===== src/rtl/rom_fetch_arb_pkg.sv =====
// rom_fetch_arb_pkg: shared FSM states, ROM geometry and port-index width
package rom_fetch_arb_pkg;
   typedef enum logic [1:0] {IDLE, READ, CAPTURE} state_t;
   localparam int ROM_ADDR_W = 14;
   localparam int IDX_W = 2;
endpackage


===== src/rtl/rr_pick.sv =====
// rr_pick: combinational round-robin selector, first pending port at or after rr
module rr_pick
   import rom_fetch_arb_pkg::*;
#(
   parameter int N = 4
) (
   input  logic [N-1:0]     pending,
   input  logic [IDX_W-1:0] rr,
   output logic [IDX_W-1:0] grant,
   output logic             any
);
   always_comb begin
      grant = '0;
      any = |pending;
      for (int k = N - 1; k >= 0; k--)
         if (pending[(int'(rr) + k) % N]) grant = IDX_W'((int'(rr) + k) % N);
   end
endmodule


===== src/rtl/rom_fetch_arb.sv =====
// rom_fetch_arb: per-port one-entry byte caches filled from a shared ROM image
// through a single round-robin arbitrated read port.
module rom_fetch_arb
   import rom_fetch_arb_pkg::*;
#(
   parameter int NUM_PORTS = 4,
   parameter int ADDR_W = ROM_ADDR_W
) (
   input  logic                        clk,
   input  logic                        rst,
   input  logic [NUM_PORTS-1:0]        req_cs,
   input  logic [NUM_PORTS*ADDR_W-1:0] req_addr,
   output logic [NUM_PORTS*8-1:0]      rd_data,
   output logic [NUM_PORTS-1:0]        rd_valid,
   output logic                        mem_rd,
   output logic [ADDR_W+IDX_W-1:0]     mem_addr,
   input  logic [7:0]                  mem_rdata
);
   state_t state, state_n;
   logic [ADDR_W-1:0] tag [NUM_PORTS];
   logic [7:0] data [NUM_PORTS];
   logic [NUM_PORTS-1:0] tag_vld, hit, pending;
   logic [IDX_W-1:0] rr, pick, g;
   logic any;
   // mem_addr doubles as the latch for the granted port and its address
   assign g = mem_addr[ADDR_W +: IDX_W];
   for (genvar i = 0; i < NUM_PORTS; i++) begin : g_port
      assign hit[i] = tag_vld[i] && tag[i] == req_addr[i*ADDR_W +: ADDR_W];
      assign rd_valid[i] = req_cs[i] & hit[i];
      assign pending[i] = req_cs[i] & ~hit[i] & ~(state != IDLE && g == IDX_W'(i));
      assign rd_data[i*8 +: 8] = data[i];
   end
   rr_pick #(.N(NUM_PORTS)) u_pick (
      .pending(pending),
      .rr(rr),
      .grant(pick),
      .any(any)
   );
   always_comb begin
      state_n = state == IDLE ? (any ? READ : IDLE) : state == READ ? CAPTURE : IDLE;
      mem_rd = state == READ;
   end
   always_ff @(posedge clk) begin
      if (rst) begin
         state <= IDLE;
         rr <= '0;
         tag_vld <= '0;
         mem_addr <= '0;
         for (int k = 0; k < NUM_PORTS; k++) begin
            tag[k] <= '0;
            data[k] <= '0;
         end
      end else begin
         state <= state_n;
         if (state == IDLE && any) mem_addr <= {pick, req_addr[int'(pick)*ADDR_W +: ADDR_W]};
         if (state == CAPTURE) begin
            data[g] <= mem_rdata;
            tag[g] <= mem_addr[ADDR_W-1:0];
            tag_vld[g] <= 1'b1;
            rr <= g == IDX_W'(NUM_PORTS - 1) ? '0 : g + 1'b1;
         end
      end
   end
endmodule


===== config.mk =====
export PLATFORM = sky130hd
export DESIGN_NAME = rom_fetch_arb
export DESIGN_NICKNAME = d
export VERILOG_FILES = /design/src/rtl/rom_fetch_arb_pkg.sv /design/src/rtl/rr_pick.sv /design/src/rtl/rom_fetch_arb.sv
export SDC_FILE = /design/constraint.sdc
export NUM_CORES = 1
export LEC_CHECK = 0
export BUFFER_PORTS_ARGS = -buffer_cell sky130_fd_sc_hd__buf_4
export CAP_MARGIN = 15
export CORE_MARGIN = 4
export CORE_UTILIZATION = 48
export DETAILED_ROUTE_END_ITERATION = 8
export GPL_TIMING_DRIVEN = 0
export PLACE_DENSITY = 0.81
export SLEW_MARGIN = 20
export SYNTH_ARGS = -nofsm -noshare
export SYNTH_HDL_FRONTEND = slang
export SYNTH_SLANG_ARGS = --single-unit
export TNS_END_PERCENT = 100

===== constraint.sdc =====
create_clock -name clk -period 2.1 [get_ports clk]
set_input_delay 0.42 -clock clk [delete_from_list [all_inputs] [get_ports clk]]
set_output_delay 0.42 -clock clk [all_outputs]
set_load 0.01 [all_outputs]

==> summary.md, run 1 <==
| Metric | Value |
|---|---|
| Hold_buf cts | `0` |
| Top cell type's share of synthesized area | `0.499` |
| Switching share of total power | `0.285` |
| Clock Skew | `0.0106 ns` |
| Reg power frac | `0.546` |
| TritonCTS Buffers | `9` |
| Status | `complete, but fails checks` |
| WL per Instance | `21.0 microns` |
| R2R depth | `10` |
| Worst Hold End | `state[1]` |
| Reg-to-Reg Start | `tag[0][12]` |
| Vias in the first global route | `4172` |
| Required time worst endpoint | `2.36 ns` |
| CP Class | `register to register` |
| Dominant cells by area after synthesis | `edfxtp_1, and2_1, xnor2_1` |
| Die Ht | `113 microns` |
| Netlist cell types | `37` |
| CP max FO | `7` |
| Adder-cell share of the synthesized area | `0.00945` |
| Main combinational cell family by area after synthesis | `simple AND/OR/NAND/NOR gates` |
| Final slew viol count | `0` |
| Minimum clock period | `2.46 ns` |
| Max cap viols | `0` |
| Finished Cell Area | `0.00719 sq mm` |
| Global placement routability congestion | `0.887` |
| Vias after detailed routing | `3983` |
| CP Data Arrival Time | `2.72 ns` |
| YS warnings | `0` |
| Iteration-0 DRC count of the detailed router | `320` |
| Power share of the clock group | `0.245` |
| Power Dens Cells | `681 mW/mm^2` |
| CTS tree | `built` |
| Syn_nets | `497` |
| IO Pins | `123` |
| DIE AREA | `0.0128 sq mm` |
| Share of cells above drive strength 1 | `0.398` |
| Leading area contributor after synthesis | `edfxtp_1` |
| Seq/Total Area, Yosys | `0.590` |
| Final wirelength | `15200 microns` |
| Diode count | `0` |
| P_sw | `1390 uW` |
| Clk root buf | `clkbuf_8` |
| Syn Area/Cell | `12.5 sq um` |
| Period utilization | `1.17` |
| Core ar. | `0.0108 sq mm` |
| Total Neg Setup Slack | `-5.41 ns` |
| R2R Setup Slk | `-0.36 ns` |
| Endpoints failing hold | `0` |
| Final setup fails | `20` |
| GRT overflow | `0` |
| IO buf count | `122` |
| Register bit count reported by yosys | `112` |
| H-tree level count | `3` |
| Die width | `113 microns` |
| Mux contribution to synthesized area | `0.0569` |
| RSZ-0062 raised after global routing | `yes` |
| Clk buf depth | `2` |
| Min Hold Slack | `0.316 ns` |
| First-pass GRT wire length | `22700 microns` |
| # DRC | `0` |
| Overall routing resource usage | `0.235` |
| Pleak | `0.00297 uW` |
| Clk slew on worst S/H paths | `0.11 ns` |
| Area delta synth->final | `35.8%` |
| Post-Synthesis Cells | `423` |
| TritonRoute pass-1 iters | `5` |
| Max-slew headroom | `0.561` |
| P_int | `3500 uW` |
| Max Freq | `406 MHz` |
| Crit end category | `register` |
| Initial antenna violation count | `0` |
| Hold_sp | `rst` |
| Clock latency on the worst-skew pair | `0.37 ns` |
| Dpl ws | `-0.832 ns` |
| Failing checks | `setup timing` |
| Number of vias per cell | `5.51` |
| Starting density of the core | `0.488` |
| Hold depth | `2` |
| Area of the mapped netlist | `0.00530 sq mm` |
| Startpoint types | `register` |
| Dpl cell area | `0.00646 sq mm` |
| RR Endpoint | `mem_addr[8]` |
| Worst slew pin tran | `0.658 ns` |
| Max VDD drop | `399 uV` |
| Dpl hpwl | `10800 microns` |
| Nets@finish | `652` |
| Hold/Removal Path Class | `input port to register` |
| Antenna-violating nets left | `0` |
| Clock Sinks | `112` |
| Post-synthesis compound-gate area fraction | `0.0473` |
| Comb pwr share | `0.209` |
| Final WS setup | `-0.360 ns` |
| Xor/xnor share of the synthesized area | `0.0926` |
| Largest net degree at the start of global routing | `23` |
| Synth Area in Simple Gates | `0.187` |
| Num rows | `38` |
==> flip-flops by register name (all words and copies together), names as in the netlist <==
name	count
tag	56
mem_addr	16
state	2
tag_vld	4
rr	2
data	32
==> metal layers <==
metal | part of all wire | up-vias | global-route usage
met5 | 0 | - | 0
met4 | 0.022 | 0 | 0.0753
met3 | 0.096 | 28 | 0.0791
met2 | 0.50 | 185 | 0.393
met1 | 0.38 | 1937 | 0.286
li1 | - | 1833 | -
==> synthesized netlist by cell type <==
cell        n
o22ai_1     2
edfxtp_1   88
o2111ai_1   2
or3_1       2
buf_6       2
nor2_1     11
o21ai_0     3
mux2_2      1
dfxtp_1    24
nand2_1    22
a31o_2      1
and2_1     92
and2b_1     2
nor3_1      4
inv_1       3
nor2_2      1
o21ai_1     1
nand2b_1    2
or2_2       2
clkbuf_1    9
or2_1       3
buf_4       1
o21ai_2     1
mux2i_1    29
xnor2_1    56
ha_1        4
o221ai_1   14
nand4_1    15
nor2b_1     3
nand3_1     6
buf_2       3
nor4_2      3
a21oi_1     6
a21oi_2     1
o22ai_2     1
nor4_1      2
o32ai_1     1
==> final cells by class <==
type                       instances  area [sq um]
fill                             808          3650
sequential                       112          3130
multi-input combinational        296          2480
timing repair buffer             141          1100
tap                              140           175
clock buffer                      11           135
buffer                            15           109
clock inverter                     5          41.3
inverter                           3          16.3
==> what timing repair did <==
| action | 4_1_cts | 5_1_grt |
|---|---|---|
| endpoints found under the setup margin | 147 | 136 |
| buffers inserted | 16 | 2 |
| pin swaps | 13 | 9 |
| resized for setup | 58 | 22 |
| gates cloned | 2 | 2 |
==> critical path: stages, from the launching register on <==
cell and delay [ns]:
edfxtp_1 0.44, xnor2_2 0.20, nand4_1 0.20, nor4_4 0.40, o32ai_2 0.16, a21oi_2 0.16
o22ai_2 0.10, buf_6 0.17, buf_4 0.16, mux2i_1 0.20, o221ai_1 0.14
==> cell families after synthesis <==
family / Yosys count
fa+ha+maj: 4
compound gates: 33
simple gates: 170
xor+xnor: 56
flops: 112
buf+inv: 18
mux: 30
==> worst max-delay path by stage <==
stage	from	endpoint
final	tag[0][12]	mem_addr[8]
after floorplan	mem_addr[14]	mem_addr[1]
after CTS	tag[2][12]	mem_addr[7]
after global placement	req_addr[47]	mem_addr[0]
after detailed placement	req_addr[47]	mem_addr[6]
after global routing	tag[0][12]	mem_addr[8]
==> power groups by stage <==
| stage | Sequential (uW) | Combinational (uW) | Clock (uW) |
|---|---|---|---|
| global placement | 2710 | 815 | 0 |
| detailed placement | 2720 | 829 | 0 |
| CTS | 2670 | 984 | 1210 |
| global route | 2690 | 1090 | 1320 |
| finish | 2670 | 1020 | 1200 |
| floorplan | 2700 | 403 | 0 |
==> metrics by stage <==
stage / cells / utilization / total power [uW]
6_report: 723 / 0.663 / 4890
5_1_grt: 723 / 0.663 / 5090
2_1_floorplan: 423 / - / 3100
3_5_place_dp: 685 / 0.596 / 3550
3_3_place_gp: 685 / 0.596 / 3530
4_1_cts: 719 / 0.651 / 4860
==> layout by cell type, fill, tap and decap left out, types with 7 or more instances in the layout <==
cell type,netlist,layout
mux2i_1,29,21
nand2_1,22,21
buf_4,1,138
edfxtp_1,88,88
dfxtp_1,24,22
clkbuf_8,0,9
xnor2_2,0,17
nand4_1,15,15
or2_4,0,7
and2_1,92,90
nor2_1,11,10
o221ai_1,14,13
xnor2_1,56,39
Note: power is estimated with default switching activity, not from simulation.
==> run 2, diff against run 1 <==
Settings changed: CAP_MARGIN 15 to 20, MAX_ROUTING_LAYER set to met4.
==> run 2 against run 1 <==
Against the previous run:
- clock skew increased by 0.0017 ns
- hold slack improved by 0.011 ns
- global-route usage increased by 1.2 points
- sequential cell count unchanged
- critical path depth unchanged
- the flow still finishes with violations (setup timing)
- largest power group unchanged
- setup slack got worse by 0.0022 ns
- clock power about the same
- count of clock-buffer cells in the layout decreased by 1
==> summary.md, run 2 (synthesis results as in run 1) <==
| Metric | Value |
|---|---|
| Required time worst endpoint | `2.36 ns` |
| Top Registers | `tag x56, data x32, mem_addr x16` |
| Final slew viol count | `0` |
| Most common cell after layout, fill and taps aside | `buf_4` |
| Clock Skew | `0.0123 ns` |
| CP Data Arrival Time | `2.72 ns` |
| Max reg flops | `56` |
| Reg-to-Reg Start | `tag[0][3]` |
| Nets@finish | `650` |
| Clock Sinks | `112` |
| Dpl cell area | `0.00646 sq mm` |
| Overall routing resource usage | `0.246` |
| Worst path max stage delay | `0.43 ns` |
| Max cap viols | `0` |
| Layout Cells excl Fill | `722` |
| Hold_sp | `rst` |
| Minimum clock period | `2.46 ns` |
| TritonCTS Buffers | `9` |
| Global placement routability congestion | `0.885` |
| IO buf count | `122` |
| DIE AREA | `0.0128 sq mm` |
| Min Hold Slack | `0.327 ns` |
| Max-slew headroom | `0.545` |
| Worst Hold End | `state[1]` |
| CP max-delay cell | `edfxtp_1` |
| Period utilization | `1.17` |
| GRT overflow | `0` |
| First-pass GRT wire length | `23000 microns` |
| Commonest non-fill, non-tap cells in the layout | `buf_4, and2_1, edfxtp_1` |
| Crit end category | `register` |
| Starting density of the core | `0.488` |
| Hold depth | `2` |
| Endpoints failing hold | `0` |
| Max VDD drop | `389 uV` |
| Clk root buf | `clkbuf_8` |
| DP Cell Count | `685` |
| WL per Instance | `21.4 microns` |
| RR Endpoint | `mem_addr[9]` |
| Initial antenna violation count | `1` |
| Dpl hpwl | `10900 microns` |
| Iteration-0 DRC count of the detailed router | `262` |
| CP Class | `register to register` |
| Final setup fails | `20` |
| RSZ-0062 raised after global routing | `yes` |
| Antenna-violating nets left | `0` |
| CTS tree | `built` |
| CP Cell Sequence | `xnor2_2 -> nand4_1 -> nor4_4 -> or3_4 -> and2b_1 -> o22ai_2 -> buf_6 -> buf_12 -> mux2i_2 -> o221ai_1` |
| Num rows | `38` |
| Pleak | `0.00293 uW` |
| Failing checks | `setup timing` |
| Max Freq | `406 MHz` |
| Clk buf depth | `2` |
| Clk slew on worst S/H paths | `0.11 ns` |
| Hold_buf cts | `0` |
| CP max FO | `6` |
| Status | `complete, but fails checks` |
| TritonRoute pass-1 iters | `5` |
| R2R depth | `10` |
| Worst slew pin tran | `0.682 ns` |
| Final wirelength | `15500 microns` |
| Core ar. | `0.0108 sq mm` |
| # DRC | `0` |
| Buf/Inv on CP | `2` |
| Hold/Removal Path Class | `input port to register` |
| Vias after detailed routing | `4020` |
| Final WS setup | `-0.362 ns` |
| Largest Register | `tag` |
| Number of vias per cell | `5.57` |
| Power Dens Cells | `679 mW/mm^2` |
| Startpoint types | `register` |
| Delay-heaviest family, CP | `simple AND/OR/NAND/NOR gates` |
| H-tree level count | `3` |
| Clock latency on the worst-skew pair | `0.37 ns` |
| Die width | `113 microns` |
| IO Pins | `123` |
| Share of cells above drive strength 1 | `0.418` |
| Finished Cell Area | `0.00731 sq mm` |
| Area delta synth->final | `38.0%` |
| Die Ht | `113 microns` |
| Final Util | `0.674` |
| Vias in the first global route | `4200` |
| Largest net degree at the start of global routing | `23` |
| R2R Setup Slk | `-0.36 ns` |
==> run 2: cell types whose count changed in the layout (fill, tap and decap cells not counted), sizes merged <==
cell      change
clkbuf        -1
clkinvlp      +2
diode         +1
buf           -1
inv           -1
or2           -1
==> run 2: where the power goes <==
group          internal [uW]  switching [uW]  total, uW  leakage, uW
sequential              2520             153       2680      0.00111
combinational            561             536       1100      0.00174
clock                    439             747       1190    0.0000842
total                   3520            1440       4960      0.00293
==> run 2: metrics by stage <==
stage	setup slack [ns]	setup TNS [ns]	total power (uW)
floorplan	-0.0348	-0.191	3100
global placement	-0.843	-63.91	3530
detailed placement	-0.861	-72.83	3550
CTS	-0.317	-4.89	4860
global route	-0.431	-7.22	5150
finish	-0.362	-5.82	4960
==> run 2: layer usage <==
layer,global-route usage,share of wire,up-vias
met5,-,0,-
met4,0.109,0.033,0
met3,0.0588,0.079,38
met2,0.382,0.49,194
met1,0.310,0.40,1955
li1,-,-,1833
==> run 2: area by class of cell <==
| class | instances | area (sq um) |
|---|---|---|
| clock inverter | 6 | 45.0 |
| antenna | 1 | 2.50 |
| clock buffer | 10 | 128 |
| timing repair buffer | 140 | 1100 |
| buffer | 15 | 108 |
| multi-input combinational | 295 | 2600 |
| sequential | 112 | 3130 |
| tap | 140 | 175 |
| fill | 811 | 3530 |
| inverter | 3 | 18.8 |
==> run 2: worst max path at each step <==
stage	from	end	slack [ns]	depth (start not counted)
6_report	tag[0][3]	mem_addr[9]	-0.36	10
5_1_grt	mem_addr[15]	mem_addr[4]	-0.43	11
4_1_cts	tag[0][12]	mem_addr[7]	-0.32	10
3_5_place_dp	req_addr[54]	mem_addr[12]	-0.86	10
3_3_place_gp	req_addr[54]	mem_addr[7]	-0.84	10
2_1_floorplan	mem_addr[14]	mem_addr[1]	-0.03	11
==> run 2: what timing repair did <==
action	in CTS	in global routing
setup endpoints to repair	147	146
gates cloned	1	2
resized for setup	61	44
buffers inserted	14	5
pin swaps	28	20
